## config.mk

```make
export PLATFORM = sky130hd
export DESIGN_NAME = cdb_arbiter
export DESIGN_NICKNAME = d
export VERILOG_FILES = /design/src/rtl/cdb_arbiter.sv
export SDC_FILE = /design/constraint.sdc
export NUM_CORES = 1
export LEC_CHECK = 0
export CAP_MARGIN = 20
export CORE_UTILIZATION = 45
export DETAILED_ROUTE_END_ITERATION = 7
export GPL_TIMING_DRIVEN = 1
export PLACE_DENSITY_LB_ADDON = 0.08
export SLEW_MARGIN = 20
export SYNTH_ARGS = -nofsm -noshare
export SYNTH_HDL_FRONTEND = slang
export SYNTH_SLANG_ARGS = --single-unit
```

## constraint.sdc

```tcl
create_clock -name clk_in -period 3.25 [get_ports clk_in]
set_clock_uncertainty 0.2 [all_clocks]
set_input_delay 0.4875 -clock clk_in [delete_from_list [all_inputs] [get_ports clk_in]]
set_output_delay 0.4875 -clock clk_in [all_outputs]
set_load 0.02 [all_outputs]
```

## src/rtl/cdb_arbiter.sv

```systemverilog
// Common data bus arbiter: two 2-deep result queues (ALU, MEM)
// drained round-robin into a registered one-result-per-cycle broadcast.
module cdb_fifo #(
  parameter int ROB_ID_W = 5,
  parameter int DATA_W   = 32
) (
  input  logic                clk_in,
  input  logic                rst_in,
  input  logic                clr,
  input  logic                push,
  input  logic                pop,
  input  logic [ROB_ID_W-1:0] wr_id,
  input  logic [DATA_W-1:0]   wr_value,
  output logic [ROB_ID_W-1:0] rd_id,
  output logic [DATA_W-1:0]   rd_value,
  output logic [1:0]          count
);

  logic [ROB_ID_W-1:0] id_q  [2];
  logic [DATA_W-1:0]   val_q [2];
  logic                wr_ptr;
  logic                rd_ptr;

  assign rd_id    = id_q[rd_ptr];
  assign rd_value = val_q[rd_ptr];

  always_ff @(posedge clk_in) begin
    if (rst_in || clr) begin
      wr_ptr <= 1'b0;
      rd_ptr <= 1'b0;
      count  <= 2'd0;
    end else begin
      if (push) wr_ptr <= ~wr_ptr;
      if (pop)  rd_ptr <= ~rd_ptr;
      unique case ({push, pop})
        2'b10:   count <= count + 2'd1;
        2'b01:   count <= count - 2'd1;
        default: count <= count;
      endcase
    end
  end

  // Slot contents are only meaningful below count, so no reset here.
  always_ff @(posedge clk_in) begin
    if (push) begin
      id_q[wr_ptr]  <= wr_id;
      val_q[wr_ptr] <= wr_value;
    end
  end

endmodule

module cdb_arbiter #(
  parameter int ROB_ID_W = 5,
  parameter int DATA_W   = 32
) (
  input  logic                clk_in,
  input  logic                rst_in,
  input  logic                rdy_in,
  input  logic                flush_pipline,
  input  logic                alu_valid,
  input  logic [ROB_ID_W-1:0] alu_rob_id,
  input  logic [DATA_W-1:0]   alu_value,
  output logic                alu_ready,
  input  logic                mem_valid,
  input  logic [ROB_ID_W-1:0] mem_rob_id,
  input  logic [DATA_W-1:0]   mem_value,
  output logic                mem_ready,
  output logic                cdb_valid,
  output logic [ROB_ID_W-1:0] cdb_rob_id,
  output logic [DATA_W-1:0]   cdb_value,
  output logic                cdb_src
);

  localparam logic SRC_ALU = 1'b0;
  localparam logic SRC_MEM = 1'b1;

  logic [1:0]          alu_cnt;
  logic [1:0]          mem_cnt;
  logic [ROB_ID_W-1:0] alu_hd_id;
  logic [ROB_ID_W-1:0] mem_hd_id;
  logic [DATA_W-1:0]   alu_hd_val;
  logic [DATA_W-1:0]   mem_hd_val;
  logic                last_grant;
  logic                active;
  logic                alu_push;
  logic                mem_push;
  logic                alu_ne;
  logic                mem_ne;
  logic                alu_gnt;
  logic                mem_gnt;

  assign active    = rdy_in & ~flush_pipline;
  assign alu_ready = rdy_in & (alu_cnt != 2'd2);
  assign mem_ready = rdy_in & (mem_cnt != 2'd2);
  assign alu_push  = alu_valid & alu_ready & ~flush_pipline;
  assign mem_push  = mem_valid & mem_ready & ~flush_pipline;
  assign alu_ne    = alu_cnt != 2'd0;
  assign mem_ne    = mem_cnt != 2'd0;

  // Only the registered count is seen, so a fresh push never pops
  // on the same edge: two edges minimum from accept to broadcast.
  always_comb begin
    alu_gnt = 1'b0;
    mem_gnt = 1'b0;
    if (active) begin
      alu_gnt = alu_ne & (~mem_ne | (last_grant == SRC_MEM));
      mem_gnt = mem_ne & (~alu_ne | (last_grant == SRC_ALU));
    end
  end

  cdb_fifo #(
    .ROB_ID_W (ROB_ID_W),
    .DATA_W   (DATA_W)
  ) u_alu_q (
    .clk_in   (clk_in),
    .rst_in   (rst_in),
    .clr      (flush_pipline),
    .push     (alu_push),
    .pop      (alu_gnt),
    .wr_id    (alu_rob_id),
    .wr_value (alu_value),
    .rd_id    (alu_hd_id),
    .rd_value (alu_hd_val),
    .count    (alu_cnt)
  );

  cdb_fifo #(
    .ROB_ID_W (ROB_ID_W),
    .DATA_W   (DATA_W)
  ) u_mem_q (
    .clk_in   (clk_in),
    .rst_in   (rst_in),
    .clr      (flush_pipline),
    .push     (mem_push),
    .pop      (mem_gnt),
    .wr_id    (mem_rob_id),
    .wr_value (mem_value),
    .rd_id    (mem_hd_id),
    .rd_value (mem_hd_val),
    .count    (mem_cnt)
  );

  always_ff @(posedge clk_in) begin
    if (rst_in) begin
      cdb_valid  <= 1'b0;
      cdb_rob_id <= '0;
      cdb_value  <= '0;
      cdb_src    <= SRC_ALU;
      last_grant <= SRC_MEM;
    end else if (flush_pipline) begin
      cdb_valid  <= 1'b0;
      last_grant <= SRC_MEM;
    end else if (rdy_in) begin
      unique case (1'b1)
        alu_gnt: begin
          cdb_valid  <= 1'b1;
          cdb_rob_id <= alu_hd_id;
          cdb_value  <= alu_hd_val;
          cdb_src    <= SRC_ALU;
          last_grant <= SRC_ALU;
        end
        mem_gnt: begin
          cdb_valid  <= 1'b1;
          cdb_rob_id <= mem_hd_id;
          cdb_value  <= mem_hd_val;
          cdb_src    <= SRC_MEM;
          last_grant <= SRC_MEM;
        end
        default: cdb_valid <= 1'b0;
      endcase
    end
  end

endmodule

```

* After elaboration in Yosys (flattened, before gate mapping)
Memories as Yosys holds them, arrays and structs flattened. A register that Yosys moved wholly into a read port is not among the register bits.
Index checks and enable logic that the tools add are counted.
** Word-level totals
- Memory bits (writable) :: 148
- Memories :: 4
- Output and inout bits :: 41
- Bits of input ports :: 80
- Register bits :: 48
- Word-level logic and storage cells :: 74
** Memory list
- u_alu_q.val_q :: depth 2, bits a word 32, rd ports 1, clocked after memory_dff 1, wr ports 1, RTL line 20 : logic [DATA_W-1:0] val_q [2];
- u_mem_q.val_q :: depth 2, bits a word 32, rd ports 1, clocked after memory_dff 1, wr ports 1, RTL line 20
- u_alu_q.id_q :: depth 2, bits a word 5, rd ports 1, clocked after memory_dff 1, wr ports 1, RTL line 19 : logic [ROB_ID_W-1:0] id_q [2];
- u_mem_q.id_q :: depth 2, bits a word 5, rd ports 1, clocked after memory_dff 1, wr ports 1, RTL line 19
** Cells by class
- Bitwise gates (word level) :: 19
- Add/sub/neg operators :: 4
- Reductions and logical operators :: 10
- Muxes and demuxes :: 20
- Eq/ne operators :: 6
** Operators with widths (count)
- case mux 32 bit (2 select lines) :: 1
- 2-to-1 mux 1 bit :: 15
- case mux 5 bit (2 select lines) :: 1
- nonzero test 2 bit :: 5
- AND 1 bit :: 9
- NOT 1 bit :: 8
- case mux 2 bit (2 select lines) :: 2
- adder 2 x 1 -> 2 bit, second input constant :: 2
- equality test 2 x 1 -> 1 bit, second input constant :: 2
- equality test 2 bit, second input constant :: 2
- != test 2 bit, second input constant :: 2
- OR reduction 2 bit :: 2
- subtractor 2 x 1 -> 2 bit, second input constant :: 2
- AND reduction 3 bit :: 1
- OR 1 bit :: 2
- case mux 1 bit (2 select lines) :: 1
- AND reduction 2 bit :: 1
- logical OR 1 bit :: 1

* Depth between registers and ports, before layout
- Word-level depth :: 7
- Gate-level depth with buffers :: 8
- Mapped depth without buffers :: 6

* Cells and area by module
A second synthesis with hierarchy kept.
** Unflattened totals
- Cell total of the unflattened synthesis :: 471
- Area, all modules :: 7683.6 µm²
** By module, submodules not included
- cdb_fifo :: cells an instance 135, instances 2, area each 2859.0 µm²
- cdb_arbiter :: cells an instance 201, instances 1, area each 1965.6 µm²

* Worst setup path before layout
No wires, ideal clock.
- Kind :: input-to-reg
- From :: input port rdy_in
- To :: memory u_mem_q.id_q[1][0] (enable)
- Stages on the path :: 5
- Data arrival time :: 2.671 ns
- Setup slack :: -0.052 ns
- Setup time :: 0.431 ns
- Path buffers :: 2
- Path through :: nor2b_1 -> buf_2 -> buf_2 -> nand3_1 -> nor2_1
** On the way
- Cells in the longest elaborated chain, start to end :: 5
** Ends and longest elaborated chain
- from (decl) :: RTL line 59 : input logic rdy_in,
- AND 1 bit :: RTL line 95 : assign mem_ready = rdy_in & (mem_cnt != 2'd2);
- AND 1 bit (2 in series) :: RTL line 97 : assign mem_push = mem_valid & mem_ready & ~flush_pipline;
- 2-to-1 mux 1 bit :: RTL line 45 : if (push) begin
- 2-to-1 mux 1 bit (implied by the code) :: RTL line 46 : id_q[wr_ptr] <= wr_id;
- to (decl) :: RTL line 19
No other way between the ends.

* Worst setup path after layout
- From :: register u_mem_q.count[0]
- To :: output port mem_ready
** On the way
- Cells in the longest elaborated chain, start to end :: 2
** Ends and longest elaborated chain
- from (decl) :: RTL line 16 : output logic [1:0] count
- from (signal assigned) :: RTL line 36 : 2'b10: count <= count + 2'd1;
- from (signal assigned) :: RTL line 37 : 2'b01: count <= count - 2'd1;
- from (signal assigned) :: RTL line 38 : default: count <= count;
- != test 2 bit :: RTL line 95
- AND 1 bit :: RTL line 95
- to (decl) :: RTL line 68 : output logic mem_ready,
No other way between the ends.

==> results.cfg <==
[route]
wl_per_cell_um = 20.6
remaining_drc_errors = 0
highest_layer = met4
first_pass_iters = 4
met2_length_um = 8230
routed_wl_um = 17500
ant_nets = 0
via_per_inst = 5.66
drt_iter0_markers = 345
wl_met1_um = 7860
vias = 4797
wl_met3_um = 1150

[clock_network]
clk_pin_slew_ns = 0.07
cts_tree = built
cts_root_buffer = clkbuf_16
cts_buffer_depth = 2
cts_setup_buffers = 0
cts_sinks = 198
hold_buffers = 0
cts-resized-gates = 0
cts_buffers = 17
h-tree-depth = 4
clk_latency_ns = 0.43

[synthesis]
ys_seq_area_frac = 0.702
synth_seq_cells = 198
ys_warn_count = 0
synth_area_mm2 = 0.00776
postSynthCellCount = 501
synth.avg_cell_area_um2 = 15.5
synth_fp_nets = 583
synth.distinct_cells = 39

[placement]
gp_congestion = 0.804
dpl.cell_count = 816
placed_area_mm2 = 0.00919
post-place-ws_ns = 0.388
post-dp-hpwl_um = 11900
numPortBuffers = 120

[floorplanning]
die-area_mm2 = 0.0178
die_w_um = 133
std_cell_rows = 47
initial_core_util = 0.464
pin_count = 121
core_area_mm2 = 0.0167
die_y_um = 133

[pwr]
p_leak_nw = 3.02
p_per_area_mw_per_mm2 = 523
ir_worst_vdd_uv = 351
power.total_w = 0.00511

[worst_setup_path]
cpPeakStageDelay_ns = 0.62
arrival_ns = 2.13
path_class = register to output pin
cp-end-kind = output pin
cp_max_fo = 8
cp_data_required_time_ns = 2.56
critical-path-slowest-cell = clkdlybuf4s50_1
worstSetupStartpointType = register
path_cells = nand2b_1, and2_1, clkdlybuf4s50_1

[global_routing]
grt_pass1_vias = 4810
antenna_found_initial = 0
grt_usage = 0.207
grt_pass1_wl_um = 27200
grt_max_degree = 39
gr-total-overflow = 0

[cells_and_area]
syn_to_final_growth_pct = 25.9
nets = 697
fin_cells = 848
design_area_mm2 = 0.00977
num_antenna_cells = 0
drive_gt1_frac = 0.135

[timing]
finalHoldViolCount = 0
fmax_ghz = 0.355
slew_headroom = 0.267
worstMarginPinSlew_ns = 1.10
setup_slack_ns = 0.436
fin_setup_tns_ns = 0
rsz0062_at_grt = no
min_period_over_period = 0.866
final_period_minus_worst_setup_slack_ns = 2.81
finalSetupViolCount = 0
slew_violations = 0

[min_path]
hold_path.class = register to register

[flow_run]
maxCapViolCount = 0

[outcome]
status = complete, no violations
-- path summary, 6_finish.rpt --
kind | from | to | slack (ns) | depth (start not counted)
setup / recovery | u_mem_q.count[0]$_SDFFE_PP0P_ | mem_ready | 0.44 | 3
hold / removal | cdb_valid$_SDFFE_PP0P_ | cdb_valid$_SDFFE_PP0P_ | 0.28 | 2
setup reg to reg | u_alu_q.count[0]$_SDFFE_PP0P_ | cdb_value[19]$_SDFFE_PP0P_ | 0.63 | 3
hold reg to reg | cdb_valid$_SDFFE_PP0P_ | cdb_valid$_SDFFE_PP0P_ | 0.28 | 2
-- Yosys cell counts --
library cell	n	area, µm²
o21ai_1	12	60.1
nor4_4	1	21.3
mux2i_1	54	541
xor2_1	2	17.5
o21bai_1	1	7.51
or4_4	1	11.3
o21ai_0	2	10.0
or3_1	2	12.5
nor2_1	6	22.5
buf_1	2	7.51
and2_1	2	12.5
a32o_1	27	270
nor2b_1	1	6.26
o21ba_1	2	20.0
nand3_1	2	10.0
or2_2	2	12.5
mux2_2	20	225
ha_1	2	25.0
xnor2_1	2	17.5
buf_4	6	45.0
nand2_1	1	3.75
buf_2	20	100
nand2b_1	4	25.0
a31oi_1	11	68.8
or2_1	1	6.26
nor3_1	3	15.0
dfxtp_1	50	1000
o21a_1	1	7.51
buf_6	5	56.3
or4_1	1	7.51
a21oi_1	9	45.0
nand4_1	49	307
clkbuf_1	12	45.0
a31o_2	2	17.5
inv_1	4	15.0
a211o_1	1	8.76
nor3_2	1	10.0
edfxtp_1	148	4440
o31ai_1	29	218
-- cell families (layout without fill, tap and decap cells) --
| logic type | Yosys count | in the layout | synth area share |
|---|---|---|---|
| flops | 198 | 198 | 0.702 |
| compound gates | 97 | 97 | 0.0945 |
| simple gates | 77 | 77 | 0.0623 |
| mux | 74 | 74 | 0.0987 |
| buf+inv | 49 | 176 | 0.0347 |
| xor+xnor | 4 | 4 | 0.00452 |
| fa+ha+maj | 2 | 2 | 0.00323 |
-- critical path, delay by kind of cell, from the launching register on --
| kind | cells | cell delay [ns] |
|---|---|---|
| DFF | 1 | 0.54 |
| buffers and inverters | 1 | 0.62 |
| and+or+nand+nor | 2 | 0.54 |
-- state kept, by name (all words and copies together) (netlist names), 2 cells and up, named ones only --
register,flops
u_alu_q.val_q,64
u_mem_q.val_q,64
cdb_value,32
u_alu_q.id_q,10
u_mem_q.id_q,10
cdb_rob_id,5
u_alu_q.count,2
u_mem_q.count,2
-- metrics by stage --
stage	utilization	hold slack, ns
after floorplan	-	0.263
after CTS	0.585	0.285
final	0.585	0.281
after global routing	0.585	0.314
after detailed placement	0.550	0.271
after global placement	0.550	0.263
-- cell type report --
class	count	area (µm²)
Fill cell	1305	6930
Multi-Input combinational cell	254	2090
Inverter	4	15.0
Tap cell	220	275
Clock inverter	9	101
Sequential cell	198	5450
Clock buffer	23	478
Timing Repair Buffer	140	1360
-- metal layers --
layer	track usage	up-vias
met1	0.294	2359
met3	0.0460	23
met5	0	-
met2	0.313	166
li1	-	2249
met4	0.0764	0
-- report_power, final --
| group | internal [W] | switching, W | leakage, nW |
|---|---|---|---|
| Sequential | 0.00276 | 0.0000146 | 1.75 |
| Combinational | 0.000139 | 0.000144 | 0.987 |
| Clock | 0.00119 | 0.000866 | 0.287 |
-- cells in the final DEF, fill, tap and decap left out, types with 2 or more instances in the layout --
cell	synthesis	final
nand4_1	49	49
dfxtp_2	0	2
xnor2_1	2	2
o21ai_1	12	11
dfxtp_1	50	48
or3_1	2	2
clkbuf_16	0	17
bufinv_16	0	2
or2_2	2	2
clkbuf_1	12	3
nor2_1	6	3
a31oi_1	11	11
a32o_1	27	27
clkbuf_8	0	3
mux2_2	20	20
nand3_1	2	2
o21ai_0	2	2
ha_1	2	2
o21ba_1	2	2
xor2_1	2	2
buf_4	6	19
clkdlybuf4s50_1	0	120
mux2i_1	54	54
inv_1	4	2
edfxtp_1	148	148
a31o_2	2	2
clkinv_2	0	5
nor2_4	0	2
o31ai_1	29	29
nor3_1	3	3
a21oi_1	9	9
nand2b_1	4	3
and2_1	2	2
(Power assumes the default switching activity.)
